**src/rtl/btn_pkg.sv**
```systemverilog
// Shared constants for the ULX3S pushbutton bank: channel indices, default
// polarity mask, 25 MHz timing defaults and the counter step decode.
package btn_pkg;

    localparam int BTN_PWR   = 0;
    localparam int BTN_F1    = 1;
    localparam int BTN_F2    = 2;
    localparam int BTN_UP    = 3;
    localparam int BTN_DOWN  = 4;
    localparam int BTN_LEFT  = 5;
    localparam int BTN_RIGHT = 6;

    localparam int         N_BTN_DEFAULT           = 7;
    localparam logic [6:0] BTN_INVERT_DEFAULT      = 7'b0000001;
    localparam int         DEBOUNCE_CYCLES_DEFAULT = 250000;
    localparam int         REPEAT_DELAY_DEFAULT    = 12500000;
    localparam int         REPEAT_PERIOD_DEFAULT   = 2500000;

    typedef enum logic [1:0] {
        STEP_NONE,
        STEP_UP,
        STEP_DN
    } step_e;

    // Simultaneous up and down cancel out.
    function automatic step_e step_decode(input logic up, input logic dn);
        if (up && !dn) return STEP_UP;
        if (dn && !up) return STEP_DN;
        return STEP_NONE;
    endfunction

endpackage

```
**src/rtl/btn_debounce_ch.sv**
```systemverilog
// One button channel: 2-flop synchroniser, counter debounce, press/release
// pulses and hold-to-auto-repeat, all registered in the clk domain.
module btn_debounce_ch #(
    parameter int DEBOUNCE_CYCLES = 250000,
    parameter int REPEAT_DELAY    = 12500000,
    parameter int REPEAT_PERIOD   = 2500000,
    parameter bit INVERT          = 1'b0
) (
    input  logic clk,
    input  logic rst_n,
    input  logic pin,
    output logic level,
    output logic press_pulse,
    output logic release_pulse,
    output logic repeat_pulse
);

    localparam int DW    = $clog2(DEBOUNCE_CYCLES) + 1;
    localparam int R_MAX = (REPEAT_DELAY > REPEAT_PERIOD) ? REPEAT_DELAY : REPEAT_PERIOD;
    localparam int RW    = $clog2(R_MAX) + 1;

    localparam logic [DW-1:0] D_LAST = DW'(DEBOUNCE_CYCLES - 1);

    logic [1:0]    sync;
    logic          s;
    logic [DW-1:0] d_cnt;
    logic          accept;

    // NOTE: non-blocking assignments keep every flop sampling pre-edge values,
    // so sync[1] really is one cycle behind sync[0].
    always_ff @(posedge clk or negedge rst_n) begin
        if (!rst_n) sync <= 2'b00;
        else        sync <= {sync[0], pin};
    end

    assign s      = sync[1] ^ INVERT;
    assign accept = (s != level) && (d_cnt == D_LAST);

    always_ff @(posedge clk or negedge rst_n) begin
        if (!rst_n) begin
            level         <= 1'b0;
            d_cnt         <= '0;
            press_pulse   <= 1'b0;
            release_pulse <= 1'b0;
        end else begin
            press_pulse   <= accept & s;
            release_pulse <= accept & ~s;
            if (accept) begin
                level <= s;
                d_cnt <= '0;
            end else if (s != level) begin
                d_cnt <= d_cnt + 1'b1;
            end else begin
                d_cnt <= '0;
            end
        end
    end

    if (REPEAT_PERIOD > 0) begin : g_repeat
        localparam logic [RW-1:0] DELAY_LAST  = RW'(REPEAT_DELAY - 1);
        localparam logic [RW-1:0] PERIOD_LAST = RW'(REPEAT_PERIOD - 1);

        logic [RW-1:0] r_cnt;
        logic          in_period;
        logic          held;
        logic          r_hit;

        // A release being accepted this edge already counts as not held.
        assign held  = level && !accept;
        assign r_hit = held && (r_cnt == (in_period ? PERIOD_LAST : DELAY_LAST));

        always_ff @(posedge clk or negedge rst_n) begin
            if (!rst_n) begin
                r_cnt        <= '0;
                in_period    <= 1'b0;
                repeat_pulse <= 1'b0;
            end else begin
                repeat_pulse <= r_hit;
                if (!held) begin
                    r_cnt     <= '0;
                    in_period <= 1'b0;
                end else if (r_hit) begin
                    r_cnt     <= '0;
                    in_period <= 1'b1;
                end else begin
                    r_cnt <= r_cnt + 1'b1;
                end
            end
        end
    end else begin : g_no_repeat
        assign repeat_pulse = 1'b0;
    end

endmodule

```
**src/rtl/btn_bank_counter.sv**
```systemverilog
// N-channel pushbutton front-end with an up/down counter stepped by the
// press/repeat pulses of two selectable channels.
module btn_bank_counter
    import btn_pkg::*;
#(
    parameter int               N_BTN           = N_BTN_DEFAULT,
    parameter logic [N_BTN-1:0] BTN_INVERT      = N_BTN'(BTN_INVERT_DEFAULT),
    parameter int               DEBOUNCE_CYCLES = DEBOUNCE_CYCLES_DEFAULT,
    parameter int               REPEAT_DELAY    = REPEAT_DELAY_DEFAULT,
    parameter int               REPEAT_PERIOD   = REPEAT_PERIOD_DEFAULT,
    parameter int               CNT_W           = 4,
    parameter int               UP_IDX          = BTN_F2,
    parameter int               DN_IDX          = BTN_F1,
    parameter bit               SATURATE        = 1'b0
) (
    input  logic             clk,
    input  logic             rst_n,
    input  logic [N_BTN-1:0] btn_i,
    output logic [N_BTN-1:0] btn_level_o,
    output logic [N_BTN-1:0] btn_press_o,
    output logic [N_BTN-1:0] btn_release_o,
    output logic [N_BTN-1:0] btn_repeat_o,
    output logic [CNT_W-1:0] count_o,
    output logic             count_ovf_o
);

    localparam logic [CNT_W-1:0] CNT_MAX = '1;

    for (genvar i = 0; i < N_BTN; i++) begin : g_ch
        btn_debounce_ch #(
            .DEBOUNCE_CYCLES(DEBOUNCE_CYCLES),
            .REPEAT_DELAY   (REPEAT_DELAY),
            .REPEAT_PERIOD  (REPEAT_PERIOD),
            .INVERT         (BTN_INVERT[i])
        ) u_ch (
            .clk          (clk),
            .rst_n        (rst_n),
            .pin          (btn_i[i]),
            .level        (btn_level_o[i]),
            .press_pulse  (btn_press_o[i]),
            .release_pulse(btn_release_o[i]),
            .repeat_pulse (btn_repeat_o[i])
        );
    end

    logic up;
    logic dn;

    assign up = btn_press_o[UP_IDX] | btn_repeat_o[UP_IDX];
    assign dn = btn_press_o[DN_IDX] | btn_repeat_o[DN_IDX];

    // Limit hits always pulse ovf; only the wrap itself depends on SATURATE.
    always_ff @(posedge clk or negedge rst_n) begin
        if (!rst_n) begin
            count_o     <= '0;
            count_ovf_o <= 1'b0;
        end else begin
            count_ovf_o <= 1'b0;
            unique case (step_decode(up, dn))
                STEP_UP: begin
                    if (count_o == CNT_MAX) begin
                        count_ovf_o <= 1'b1;
                        if (!SATURATE) count_o <= '0;
                    end else begin
                        count_o <= count_o + 1'b1;
                    end
                end
                STEP_DN: begin
                    if (count_o == '0) begin
                        count_ovf_o <= 1'b1;
                        if (!SATURATE) count_o <= CNT_MAX;
                    end else begin
                        count_o <= count_o - 1'b1;
                    end
                end
                default: ;
            endcase
        end
    end

endmodule

```
**config.mk**
```make
export PLATFORM = sky130hd
export DESIGN_NAME = btn_bank_counter
export DESIGN_NICKNAME = d
export VERILOG_FILES = /design/src/rtl/btn_pkg.sv /design/src/rtl/btn_debounce_ch.sv /design/src/rtl/btn_bank_counter.sv
export SDC_FILE = /design/constraint.sdc
export NUM_CORES = 1
export LEC_CHECK = 0
export ABC_AREA = 1
export BUFFER_PORTS_ARGS = -buffer_cell sky130_fd_sc_hd__buf_2
export CAP_MARGIN = 10
export CORE_MARGIN = 1
export CORE_UTILIZATION = 58
export CTS_CLUSTER_SIZE = 12
export DETAILED_ROUTE_END_ITERATION = 8
export PLACE_DENSITY_LB_ADDON = 0.15
export SLEW_MARGIN = 20
export SYNTH_ARGS = -nofsm -noshare
export SYNTH_HDL_FRONTEND = slang
export SYNTH_SLANG_ARGS = --single-unit
```
**constraint.sdc**
```tcl
create_clock -name clk -period 4.9 [get_ports clk]
set_clock_uncertainty 0.15 [all_clocks]
set_input_delay 0.98 -clock clk [delete_from_list [all_inputs] [get_ports clk]]
set_output_delay 0.98 -clock clk [all_outputs]
set_load 0.01 [all_outputs]
```
==> impl_metrics.ini <==
[critical_path]
cp_slowest_stage_delay_ns = 0.47
critical_path.top_delay_family = flip-flops
critical_path.startpoint_type = flop
worstPathCellList = buf_2
critical_path_peak_fanout = 5
critical_path_buf_inv_count = 1
worstSetupEndpointType = primary output
critical_path.slowest_cell = sky130_fd_sc_hd__dfrtp_1
timing.critical_path.required_ns = 3.77
critical_path.reg2reg.startpoint = g_ch[6].u_ch.d_cnt[0]
r2r_end = g_ch[6].u_ch.g_repeat.r_cnt[12]
worst-path-stages = 1
type_of_the_setup_path_with_the_least_slack = reg -> out
regToRegSetupSlack_ns = 2.59
critical_path_arrival_ns = 1.21
r2r_cells = 8

[power_and_ir_drop]
power_frac_clock_pct = 49.2
p_int_mw = 4.87
power.net_switching_mw = 1.32
vdd_drop_max_mv = 0.288
cell_area_power_density_nw_per_um2 = 274
switching_share_pct = 21.3
seqPwrFrac_pct = 48.9
static-leakage-power_nw = 9.53
combinationalPowerShare_pct = 2.0
totalPowerFinal_mw = 6.19

[synth]
syn-instance-count = 2898
synth-seq-area-share_pct = 43.5
mappedNetlistArea_um2 = 20800
yosys_warnings = 0
postSynthRegisterBits = 362
synth.lib_cells_used.distinct = 39
mappedNetlistNets = 2925
synthesis.area_per_instance_um2 = 7.18

[timing]
final_min_period_over_clock_period_pct = 47.8
finalMaxSlewViolations = 0
finalWorstPathRequiredPeriod_ns = 2.34
headroom_to_the_max_slew_limit_pct = 51.3
rsz0062_at_grt = no
final_hold_viol_count = 0
worstMarginPinSlew_ns = 0.730
post_route_setup_tns_ns = 0
final-setup-viol-count = 0
fmax_mhz = 427

[detailed_routing]
totalWireLength_um = 44600
vias = 17700
first_pass_iters = 5
wl_per_cell_um = 13.0
detailed_route_drc_error_count = 0
post_detailed_route_via_to_cell_ratio = 5.16
initialDrtViolationCount = 1139
route.antenna.remaining_nets = 0

[finish]
n_antenna_cell = 0
area_growth_syn_to_layout_pct = 8.71
final_nets = 2969
layout.filler_cells = 3108
leading_cell_type_in_the_layout_fill_and_taps_excluded = sky130_fd_sc_hd__nand2_1
drive_above_1_share_pct = 9.06
layout_common_cells = sky130_fd_sc_hd__nand2_1, sky130_fd_sc_hd__nor2_1, sky130_fd_sc_hd__dfrtp_1
final_core_utilization_pct = 64.8

[clock_network]
cts_resized = 0
cts_hold_buffers_added = 0
worst_setup_hold_path_clk_slew_ns = 0.06
cts_root_buffer = sky130_fd_sc_hd__clkbuf_16
cts_sinks = 362
cts_htree_levels = 2
post_cts.repair.setup_buffers = 0
clkLatencyLatePin_ns = 0.55
clock_path_buffers = 3
tritoncts_clock_tree = yes
cts_made_buffers = 41

[worst_hold_path]
class_of_the_most_critical_hold_timing_path = reg -> reg
timing.hold.worst_path_depth = 0
worst_hold_path.endpoint = g_ch[5].u_ch.sync[1]
hp-start = g_ch[5].u_ch.sync[0]

[floorplanning]
effective_utilization_at_floorplan_pct = 59.6
die_h_um = 191
die_area_um2 = 36600
horiz_die_dim_um = 191
io_pins = 42
core_region_area_um2 = 34900
num_rows = 68

[placement]
hpwl_um = 32500
finalWeightedCongestion = 0.958
port-buffer-count = 41

[run_status]
run_status = complete, no violations

[global_routing]
vias_in_the_first_global_route = 17100
track_usage_pct = 25.8
antenna_found_initial = 0
overflow = 0
grt_max_degree = 95
grt_first_pass_wirelength_um = 78600

[job]
max_cap_viol_count = 0
[cell usage after synthesis]
| master | n | area (um2) |
|---|---|---|
| sky130_fd_sc_hd__buf_2 | 3 | 15.0 |
| sky130_fd_sc_hd__nor3_1 | 64 | 320 |
| sky130_fd_sc_hd__nand2_2 | 30 | 188 |
| sky130_fd_sc_hd__o21ai_0 | 50 | 250 |
| sky130_fd_sc_hd__nor2_4 | 18 | 203 |
| sky130_fd_sc_hd__nand3_1 | 164 | 821 |
| sky130_fd_sc_hd__dfrtp_1 | 362 | 9060 |
| sky130_fd_sc_hd__inv_2 | 34 | 128 |
| sky130_fd_sc_hd__nand2_1 | 764 | 2870 |
| sky130_fd_sc_hd__buf_12 | 1 | 20.0 |
| sky130_fd_sc_hd__nand2_4 | 2 | 22.5 |
| sky130_fd_sc_hd__xnor2_1 | 34 | 298 |
| sky130_fd_sc_hd__nor3_2 | 3 | 30.0 |
| sky130_fd_sc_hd__a21oi_2 | 2 | 17.5 |
| sky130_fd_sc_hd__nand3b_1 | 7 | 52.6 |
| sky130_fd_sc_hd__nor2_2 | 57 | 357 |
| sky130_fd_sc_hd__buf_4 | 35 | 263 |
| sky130_fd_sc_hd__xor2_1 | 106 | 928 |
| sky130_fd_sc_hd__nor4_1 | 1 | 6.26 |
| sky130_fd_sc_hd__o211ai_1 | 1 | 7.51 |
| sky130_fd_sc_hd__nand4_1 | 32 | 200 |
| sky130_fd_sc_hd__o21ai_2 | 1 | 8.76 |
| sky130_fd_sc_hd__nand3_2 | 7 | 70.1 |
| sky130_fd_sc_hd__a31oi_1 | 3 | 18.8 |
| sky130_fd_sc_hd__buf_6 | 5 | 56.3 |
| sky130_fd_sc_hd__a21oi_4 | 4 | 65.1 |
| sky130_fd_sc_hd__and3_1 | 7 | 43.8 |
| sky130_fd_sc_hd__nor2_1 | 700 | 2630 |
| sky130_fd_sc_hd__o221ai_1 | 1 | 8.76 |
| sky130_fd_sc_hd__a211oi_1 | 2 | 15.0 |
| sky130_fd_sc_hd__nor3b_1 | 24 | 180 |
| sky130_fd_sc_hd__or2_2 | 1 | 6.26 |
| sky130_fd_sc_hd__nand3_4 | 2 | 35.0 |
| sky130_fd_sc_hd__o21ai_1 | 9 | 45.0 |
| sky130_fd_sc_hd__inv_1 | 310 | 1160 |
| sky130_fd_sc_hd__ha_1 | 18 | 225 |
| sky130_fd_sc_hd__o21bai_1 | 5 | 37.5 |
| sky130_fd_sc_hd__clkinv_1 | 2 | 7.51 |
| sky130_fd_sc_hd__a21oi_1 | 27 | 135 |
[through the flow]
stage	hold slack, ns	instance area, um2	std cells	setup WS [ns]
floorplan	0.181	20800	2898	3.16
global placement	0.182	21300	3354	2.54
detailed placement	0.188	21300	3354	2.52
CTS	0.201	22600	3423	2.53
global route	0.214	22600	3423	2.42
finish	0.198	22600	3423	2.56
[worst max path at each step]
| stage | start | to | slack [ns] |
|---|---|---|---|
| finish | count_o[1] | count_o[1] | 2.56 |
| global route | g_ch[6].u_ch.d_cnt[0] | g_ch[6].u_ch.g_repeat.r_cnt[12] | 2.42 |
| CTS | count_o[1] | count_o[1] | 2.53 |
| detailed placement | rst_n | g_ch[4].u_ch.sync[1] | 2.52 |
| global placement | rst_n | g_ch[4].u_ch.g_repeat.r_cnt[14] | 2.54 |
| floorplan | g_ch[6].u_ch.g_repeat.r_cnt[0] | g_ch[6].u_ch.g_repeat.r_cnt[10] | 3.16 |
[cell families after synthesis]
logic type | count (synthesis) | synth area share, %
AOI/OAI and AO/OA | 105 | 2.93
xor gates and xnor gates | 140 | 5.89
and+or+nand+nor | 1883 | 38.6
buffers and inverters | 390 | 7.95
DFF | 362 | 43.5
adders and majority gates | 18 | 1.08
[layer usage]
metal,track usage [%],part of all wire (%)
met5,0,0
met3,3.58,4.9
met4,7.14,1.9
met2,41.9,46
met1,36.0,48
[cell type report]
type / count / area (um2) / area share [%]
clock buffers: 53 / 1130 / 5.00
clock inverters: 16 / 195 / 0.863
inverters: 346 / 1300 / 5.74
multi-input cells: 2146 / 10100 / 44.6
flip-flops and latches: 362 / 9060 / 40.1
well taps: 455 / 569 / 2.52
repair buffers: 45 / 270 / 1.20
[power groups by stage]
stage	clock network, mW	logic, mW	registers (mW)
after floorplan	0	0.0445	3.08
after global placement	0	0.125	3.08
after detailed placement	0	0.128	3.08
after CTS	3.13	0.128	3.02
after global routing	3.26	0.146	3.02
final	3.04	0.122	3.02
[flip-flops by register name (all words and copies together) (netlist names), 4 cells and up]
name and count:
g_ch.u_ch.level 7, g_ch.u_ch.release_pulse 7, g_ch.u_ch.g_repeat.in_period 7, g_ch.u_ch.press_pulse 7
count_o 4, g_ch.u_ch.repeat_pulse 7, g_ch.u_ch.sync 14, g_ch.u_ch.g_repeat.r_cnt 175
g_ch.u_ch.d_cnt 133
Power figures use the tool's default switching activity.
